==> config.mk <==
export PLATFORM = sky130hd
export DESIGN_NAME = ex_mul_ctrl
export DESIGN_NICKNAME = d
export VERILOG_FILES = /design/src/rtl/ex_mul_ctrl.sv
export SDC_FILE = /design/constraint.sdc
export NUM_CORES = 1
export LEC_CHECK = 0
export ABC_AREA = 1
export BUFFER_PORTS_ARGS = -buffer_cell sky130_fd_sc_hd__buf_4
export CORE_AREA = 2 2 99 101
export CTS_BUF_LIST = sky130_fd_sc_hd__clkbuf_8
export DETAILED_ROUTE_END_ITERATION = 7
export DIE_AREA = 0 0 101 103
export GPL_TIMING_DRIVEN = 0
export MAX_ROUTING_LAYER = met4
export PLACE_DENSITY_LB_ADDON = 0.05
export SYNTH_ARGS = -nofsm -noshare
export SYNTH_HDL_FRONTEND = slang
export SYNTH_SLANG_ARGS = --single-unit
==> constraint.sdc <==
create_clock -name clk -period 8.8 [get_ports clk]
set_input_delay 1.76 -clock clk [delete_from_list [all_inputs] [get_ports clk]]
set_output_delay 1.76 -clock clk [all_outputs]
set_load 0.05 [all_outputs]
==> src/rtl/ex_mul_ctrl.sv <==
// EX-stage multiply issue/retire controller: latches operands, holds the
// iterative multiplier running, stalls the pipe and retires via valid/ready.
module ex_mul_ctrl #(
  parameter int TIMEOUT = 63
) (
  input  logic        clk,
  input  logic        rst,
  input  logic        ex_mul_req_i,
  input  logic [2:0]  ex_mul_op_i,
  input  logic [31:0] ex_rs1_i,
  input  logic [31:0] ex_rs2_i,
  input  logic [4:0]  ex_waddr_i,
  input  logic        flush_i,
  output logic        mul_start_o,
  output logic [31:0] mul_multiplicand_o,
  output logic [31:0] mul_multiplier_o,
  output logic [2:0]  mul_op_o,
  output logic [4:0]  mul_reg_waddr_o,
  input  logic        mul_ready_i,
  input  logic [31:0] mul_res_i,
  output logic        stall_o,
  output logic        wb_valid_o,
  output logic [4:0]  wb_waddr_o,
  output logic [31:0] wb_wdata_o,
  input  logic        wb_ready_i,
  output logic        mul_err_o
);

  localparam int CW = $clog2(TIMEOUT + 1);
  localparam logic [CW-1:0] TO_CNT = CW'(TIMEOUT);

  typedef enum logic [1:0] {IDLE, RUN, DONE} state_t;

  state_t        state_q, state_d;
  logic [CW-1:0] cnt_q;
  logic [31:0]   rs1_q, rs2_q, res_q;
  logic [2:0]    op_q;
  logic [4:0]    waddr_q;
  logic          accept, timeout;

  // x0 destinations are retired as no-ops without ever touching the multiplier
  assign accept  = (state_q == IDLE) & ex_mul_req_i & ~flush_i & (ex_waddr_i != 5'd0);
  // a product arriving in the last allowed cycle still wins over the watchdog
  assign timeout = (state_q == RUN) & (cnt_q == TO_CNT) & ~mul_ready_i & ~flush_i;

  always_comb begin
    state_d     = state_q;
    mul_start_o = 1'b0;
    stall_o     = 1'b0;
    wb_valid_o  = 1'b0;
    mul_err_o   = 1'b0;
    case (state_q)
      IDLE: begin
        stall_o = accept;
        if (accept) state_d = RUN;
      end
      RUN: begin
        stall_o     = 1'b1;
        mul_start_o = ~flush_i & ~timeout;
        mul_err_o   = timeout;
        if (flush_i)          state_d = IDLE;
        else if (mul_ready_i) state_d = DONE;
        else if (timeout)     state_d = IDLE;
      end
      DONE: begin
        wb_valid_o = 1'b1;
        stall_o    = ~(wb_ready_i & ~flush_i);
        if (flush_i | wb_ready_i) state_d = IDLE;
      end
      default: state_d = IDLE;
    endcase
  end

  always_ff @(posedge clk or posedge rst) begin
    if (rst) begin
      state_q <= IDLE;
      cnt_q   <= '0;
      rs1_q   <= '0;
      rs2_q   <= '0;
      op_q    <= '0;
      waddr_q <= '0;
      res_q   <= '0;
    end else begin
      state_q <= state_d;
      if (accept) begin
        rs1_q   <= ex_rs1_i;
        rs2_q   <= ex_rs2_i;
        op_q    <= ex_mul_op_i;
        waddr_q <= ex_waddr_i;
        cnt_q   <= '0;
      end else if (state_q == RUN) begin
        cnt_q <= cnt_q + 1'b1;
      end
      if ((state_q == RUN) && mul_ready_i && !flush_i) res_q <= mul_res_i;
    end
  end

  assign mul_multiplicand_o = rs1_q;
  assign mul_multiplier_o   = rs2_q;
  assign mul_op_o           = op_q;
  assign mul_reg_waddr_o    = waddr_q;
  assign wb_waddr_o         = waddr_q;
  assign wb_wdata_o         = res_q;

endmodule

# Word-level counts from Yosys, hierarchy flattened
# Index checks and enable logic that the tools add are counted.
# classes
n_div,0
n_bitwise,13
add_sub_neg,1
shift,0
n_mux,12
reduce_logical,7
n_mul,0
n_lt_le_gt_ge,0
n_eq_ne,6
# op_table
operator,count
two-way mux 6 bit,2
two-way mux 2 bit,5
AND 1 bit,8
adder 6 x 1 -> 6 bit (second input constant),1
equality test 6 bit (second input constant),1
case mux 2 bit (3 select lines),1
nonzero test 5 bit,1
!= test 2 bit (second input constant),2
!= test 4 bit (second input constant),1
NOT 1 bit,4
two-way mux 1 bit,3
case mux 1 bit (3 select lines),1
AND reduction 3 bit,1
equality test 2 x 1 -> 1 bit (second input constant),1
equality test 2 bit (second input constant),1
logical AND 1 bit,2
zero test 2 bit,1
nonzero test 2 bit,1
zero test 1 bit,1
OR 1 bit,1
# totals
output_inout_bits,113
wordCells,46
register_bits,112
memories,0
latch_bits,0
mem_bits_ro,0
ram_bits,0

# Depth between registers and ports, before layout
# Gate-level depths: netlist of the first run.
# logic_depth
ltp_word,8
depth_mapped,8
ltp_nobuf,7

# Worst setup path after synthesis of the first run
# Ideal clock, no wire load.
# synth_path
path_kind,input to output
from,input port mul_ready_i
to,output port mul_err_o
n_path_buf,0
path_slack_ns,4.086
arrival_time_ns,2.954
path_stages,3
cell_sequence,inv_1 > nand2_1 > nor3_1
# synth_between
elab_chain_cells,4
# synth_lines
item,line_no,text
from (decl),19,"input logic mul_ready_i,"
NOT 1 bit,44,assign timeout = (state_q == RUN) & (cnt_q == TO_CNT) & ~mul_ready_i & ~flush_i;
AND 1 bit (2 in series),44,
two-way mux 1 bit,52,case (state_q)
to (decl),26,output logic mul_err_o
# Every way passes these cells.

# Worst setup path after layout of the first run
# layout_path
from,input port ex_waddr_i[1]
to,output port stall_o
# layout_between
elab_chain_cells,3
# layout_lines
item,line_no,text
from (decl),12,"input logic [4:0] ex_waddr_i,"
nonzero test 5 bit,42,assign accept = (state_q == IDLE) & ex_mul_req_i & ~flush_i & (ex_waddr_i != 5'd0);
AND 1 bit,42,
case mux 1 bit (3 select lines),52,
to (decl),21,"output logic stall_o,"
# Every way passes these cells.

==> results of run 1 <==
-- cell type report --
class                      count  area (um2)
inverter                      47         181
sequential                   112        2800
multi-input combinational    325        1330
clock buffer                  10         138
tap                          114         143
buffer                        27         224
timing repair buffer         223        1690
fill                         769        2830
clock inverter                 6         116
-- worst paths after layout --
check                                             from                endpoint  slack [ns]
worst max-delay path                     ex_waddr_i[1]                 stall_o        4.22
worst min-delay path            mul_multiplicand_o[25]  mul_multiplicand_o[25]        0.49
worst max register to register              state_q[1]          wb_wdata_o[21]        7.41
worst min register to register  mul_multiplicand_o[25]  mul_multiplicand_o[25]        0.49
max in group asynchronous                          rst    mul_multiplier_o[16]        6.61
min in group asynchronous                          rst          wb_wdata_o[12]        1.48
-- cell usage in the layout (no fill, tap or decap), drive strengths merged, types with 3 or more instances in the layout --
cell type	instances
clkinv	3
dfrtp	112
clkbuf	11
nor2	13
bufinv	3
buf	249
nand2	261
nand3	5
inv	47
nand4	4
o21ai	36
-- cells in the mapped netlist --
| master | n |
|---|---|
| nor2_4 | 1 |
| xnor2_1 | 1 |
| nand3_2 | 1 |
| nand3_1 | 4 |
| nand4_1 | 4 |
| nor2_2 | 1 |
| dfrtp_1 | 112 |
| nor2_1 | 11 |
| clkbuf_1 | 1 |
| ha_1 | 1 |
| nand2_4 | 1 |
| a21oi_1 | 1 |
| xor2_1 | 1 |
| o31ai_1 | 1 |
| inv_1 | 44 |
| o21ai_1 | 26 |
| o21ai_0 | 10 |
| buf_2 | 8 |
| nand2_1 | 260 |
| buf_6 | 12 |
| inv_4 | 1 |
| nor3_1 | 1 |
| inv_2 | 2 |
| buf_4 | 6 |
-- sequential cells by signal (all words and copies together), names as in the netlist --
register	flops
mul_reg_waddr_o	5
mul_multiplier_o	32
mul_multiplicand_o	32
cnt_q	6
mul_op_o	3
wb_wdata_o	32
state_q	2
-- worst max-delay path, delay by kind of cell --
family / cells / cell delay, ns
and+or+nand+nor: 4 / 0.51
buffers and inverters: 3 / 0.55
-- layer usage --
| layer | wire length [um] | track usage [%] | vias to the layer above | part of all wire [%] |
|---|---|---|---|---|
| met5 | 0 | - | - | 0 |
| met4 | 315 | 10.6 | 0 | 2.7 |
| met3 | 841 | 5.42 | 24 | 7.3 |
| met2 | 5440 | 35.3 | 153 | 47 |
| met1 | 5000 | 29.0 | 1795 | 43 |
| li1 | - | - | 1999 | - |
-- power groups by stage --
stage               sequential, uW  combinational [uW]  clock (uW)
floorplan                     1090                 162           0
CTS                            701                 831         380
detailed placement             709                 830           0
global placement               706                 819           0
finish                         701                 824         370
global route                   716                 872         401
-- stage by stage --
stage | area (um2) | total power, uW | hold slack [ns]
2_1_floorplan | 4530 | 1250 | 0.535
3_3_place_gp | 6340 | 1520 | 0.464
3_5_place_dp | 6370 | 1540 | 0.466
4_1_cts | 6630 | 1910 | 0.491
5_1_grt | 6630 | 1990 | 0.511
6_report | 6630 | 1900 | 0.490
-- cells by family (layout without fill, tap and decap cells) --
logic type | after synthesis | after routing | synth area share, %
DFF | 112 | 112 | 61.8
adders and majority gates | 1 | 1 | 0.276
xor gates and xnor gates | 2 | 2 | 0.386
and+or+nand+nor | 284 | 284 | 24.4
buffers and inverters | 74 | 313 | 8.89
AOI/OAI and AO/OA | 38 | 38 | 4.25
==> results.json, run 1 <==
{
  "ctsRootBufferMaster": "clkbuf_8",
  "yosys_warnings": 0,
  "insertion_delay_ns": 0.37,
  "die_w_um": 101,
  "start_util_pct": 47.9,
  "irDropWorstVdd_mv": 0.133,
  "relSlewSlack_pct": 55.4,
  "vias": 3971,
  "fin_ws_ns": 4.22,
  "hp-class": "register to register",
  "grt_max_degree": 61,
  "leakage_uw": 0.00384,
  "hold_path_depth": 2,
  "route.antenna.remaining_nets": 0,
  "hpwlAfterDp_um": 8650,
  "power.share.switching_pct": 43.1,
  "synth_cells": 511,
  "post_cts_buffers": 0,
  "yosys.area.top_type": "dfrtp_1",
  "pwr-share-clk_pct": 19.5,
  "cp_slowest_cell": "buf_2",
  "rows": 36,
  "cp-end-kind": "output port",
  "cp.required_ns": 7.04,
  "cts.sinks": 112,
  "cp_max_fo": 10,
  "grt_util_all_layers_pct": 22.9,
  "diodes": 0,
  "cts.repair.resized": 0,
  "drt_iter0_drc": 107,
  "place_congestion": 0.795,
  "seqPwrFrac_pct": 37.0,
  "path_cells": "buf_4 -> nor2_1 -> nand4_1 -> nand2_4 -> buf_2 -> nand2_1 -> buf_4",
  "firstDrtPassIters": 4,
  "arrival_ns": 2.82,
  "synth-seq-area-share_pct": 61.8,
  "p_sw_uw": 816,
  "grt-ovfl-total": 0,
  "netlist.area_leader.share_pct": 61.8,
  "start_kind": "primary input",
  "synthToLayoutAreaGrowth_pct": 46.2,
  "power.density_nw_per_um2": 286,
  "avgSynthCellArea_um2": 8.87,
  "reg2reg_depth": 6,
  "clock.fmax_mhz": 218,
  "tns_ns": 0,
  "grt_pass1_vias": 3795,
  "fin_nets": 856,
  "worst_pin_slew_ns": 0.669,
  "postCtsHoldBufs": 0,
  "synth.net_count": 622,
  "rsz0062_at_grt": "false",
  "min_period_ns": 4.58,
  "cts_made_buffers": 9,
  "fin_cells": 864,
  "max_stage_delay_ns": 0.25,
  "timing.final.max_slew_violations": 0,
  "setup_viol": 0,
  "cts_tree": "built",
  "crit_top_cell": "buf_4",
  "h-tree-depth": 3,
  "p_int_uw": 1080,
  "hold_viol": 0,
  "grt_pass1_wl_um": 17900,
  "preCtsSetupSlack_ns": 4.21,
  "yosysUniqueCellTypes": 24,
  "clkTransAtPathRegs_ns": 0.09,
  "via_per_inst": 4.60,
  "io_pins": 223,
  "cap_viol_max_count": 0,
  "die_y_um": 103,
  "clk_path_buf_depth": 2,
  "synth.area.top_cells": "dfrtp_1, nand2_1, inv_1",
  "fin_crit_sh_pct": 52.0,
  "synth-seq-cells": 112,
  "comb_power_share_pct": 43.5,
  "antenna_found_initial": 0,
  "postRouteWirelength_um": 11600,
  "die_area_um2": 10400,
  "wire_per_inst_um": 13.4,
  "finalCoreUtilization_pct": 70.1,
  "fin_skew_ns": 0.00947,
  "status": "complete, no violations",
  "dp_cells": 848,
  "drive_gt1_share_pct": 36.4,
  "drc": 0,
  "critical_path_class": "primary input to output port",
  "io_buffer_count": 222,
  "core_area_um2": 9460,
  "netlist_area_um2": 4530
}
Note: power is estimated with default switching activity, not from simulation.
==> run 2: changes to the inputs <==
Settings changed: CORE_AREA 2 2 99 101 to 2 2 102 104, DIE_AREA 0 0 101 103 to 0 0 104 106.
Clock period 8.8 ns to 4.6 ns, I/O delays scaled along.
==> results.json, run 2 (synthesis gave the netlist of run 1 again) <==
{
  "cts_tree": "built",
  "grt_pass1_vias": 4009,
  "place_congestion": 0.838,
  "rows": 37,
  "crit_path_end": "stall_o",
  "diodes": 0,
  "multiInputGateArea_um2": 1330,
  "finalCoreUtilization_pct": 66.0,
  "r2r_start": "state_q[1]",
  "fin_nets": 856,
  "fin_crit_sh_pct": 62.7,
  "die_w_um": 104,
  "cp.required_ns": 3.68,
  "die_area_um2": 11000,
  "power.density_nw_per_um2": 529,
  "cap_viol_max_count": 0,
  "vias": 4031,
  "rsz0062_at_grt": "false",
  "cts_made_buffers": 9,
  "post_cts_buffers": 0,
  "dp_cells": 870,
  "clock.fmax_mhz": 347,
  "irDropWorstVdd_mv": 0.282,
  "timing.final.max_slew_violations": 0,
  "antenna_found_initial": 0,
  "die_y_um": 106,
  "clkTransAtPathRegs_ns": 0.09,
  "via_per_inst": 4.55,
  "cp_slowest_cell": "buf_2",
  "start_util_pct": 45.3,
  "synthToLayoutAreaGrowth_pct": 45.5,
  "drt_iter0_drc": 184,
  "hpwlAfterDp_um": 8720,
  "status": "complete, no violations",
  "worst_r2r_endpoint": "mul_multiplicand_o[22]",
  "fin_skew_ns": 0.0125,
  "clk_path_buf_depth": 2,
  "crit_cells": 7,
  "leakage_uw": 0.00382,
  "core_area_um2": 10000,
  "insertion_delay_ns": 0.38,
  "firstDrtPassIters": 5,
  "critical_path_class": "primary input to output port",
  "path_cells": "buf_4 -> nor2_1 -> nand4_1 -> nand2_4 -> buf_2 -> nand2_1 -> buf_4",
  "hold_viol": 0,
  "worst_pin_slew_ns": 0.524,
  "grt_max_degree": 74,
  "cts.sinks": 112,
  "fin_cells": 886,
  "grt_pass1_wl_um": 19200,
  "fillers": 828,
  "io_buffer_count": 222,
  "seqCellArea_um2": 2800,
  "crit_family": "buffers and inverters",
  "design_power_total_uw": 3490,
  "setup_viol": 0,
  "crit_top_cell": "buf_4",
  "max_stage_delay_ns": 0.25,
  "h-tree-depth": 3,
  "postCtsHoldBufs": 0,
  "io_pins": 223,
  "wire_per_inst_um": 13.1,
  "reg2reg_depth": 8,
  "postRouteWirelength_um": 11600,
  "r2r_slack_ns": 3.22,
  "cp_max_fo": 10,
  "drc": 0,
  "cts.repair.resized": 0,
  "route.antenna.remaining_nets": 0,
  "ctsRootBufferMaster": "clkbuf_8",
  "cp-end-kind": "output port",
  "relSlewSlack_pct": 65.1,
  "critPathBufInv": 3,
  "min_period_ns": 2.89,
  "grt-ovfl-total": 0,
  "cp-startpoint": "ex_waddr_i[1]",
  "start_kind": "primary input",
  "drive_gt1_share_pct": 36.1,
  "grt_util_all_layers_pct": 22.5,
  "arrival_ns": 1.97,
  "layout_common_cells": "nand2_1, buf_4, dfrtp_1, inv_1, o21ai_1",
  "mostFrequentLayoutCell": "nand2_1",
  "hp-class": "register to register"
}
## run 2: cell types whose count changed in the layout (fill, tap and decap cells not counted), sizes merged
cell	change
clkbuf	+3
clkinv	-2
bufinv	-3
inv	+2
## run 2: area by class of cell
class,count,share of cell area [%]
Buffer,27,3.40
Clock buffer,13,2.71
Clock inverter,3,0.247
Inverter,47,2.75
Multi-Input combinational cell,325,20.1
Sequential cell,112,42.5
Tap cell,136,2.58
Timing Repair Buffer,223,25.7
## run 2: worst reg2reg max path: stages, from the launching register on
cell and delay, ns:
dfrtp_1 0.45, inv_2 0.08, nand3_1 0.08, nor2_2 0.13, nand2_4 0.13, inv_4 0.17, buf_6 0.16, nand2_1 0.06
nand2_1 0.06
## run 2: metrics by stage
stage / setup TNS, ns / setup WS [ns] / cell area (um2) / hold slack, ns
2_1_floorplan: 0 / 0.721 / 4530 / 0.535
3_3_place_gp: -62.78 / -0.565 / 6370 / 0.464
3_5_place_dp: 0 / 1.70 / 6400 / 0.466
4_1_cts: 0 / 1.70 / 6600 / 0.491
5_1_grt: 0 / 1.63 / 6600 / 0.518
6_report: 0 / 1.71 / 6600 / 0.484
## run 2: how the worst min path moves through the flow
stage               slack [ns]                endpoint                    from  depth (start not counted)
finish                    0.48    mul_multiplier_o[12]    mul_multiplier_o[12]                          2
global route              0.52           wb_wdata_o[4]           wb_wdata_o[4]                          2
CTS                       0.49  mul_multiplicand_o[21]  mul_multiplicand_o[21]                          2
detailed placement        0.47    mul_multiplier_o[11]    mul_multiplier_o[11]                          2
global placement          0.46   mul_multiplicand_o[3]   mul_multiplicand_o[3]                          2
floorplan                 0.53                cnt_q[5]                cnt_q[5]                          4
## run 2: power by group
part / internal [uW] / leakage (uW) / switching (uW)
Clock: 254 / 0.000108 / 316
Sequential: 1210 / 0.00141 / 136
Combinational: 479 / 0.00230 / 1100
## run 2: per-layer routing
layer / track usage, % / routed length, um / up-vias
li1: - / - / 1997
met1: 28.1 / 4970 / 1859
met2: 35.7 / 5610 / 157
met3: 5.09 / 793 / 18
met4: 9.36 / 259 / 0
met5: - / 0 / -
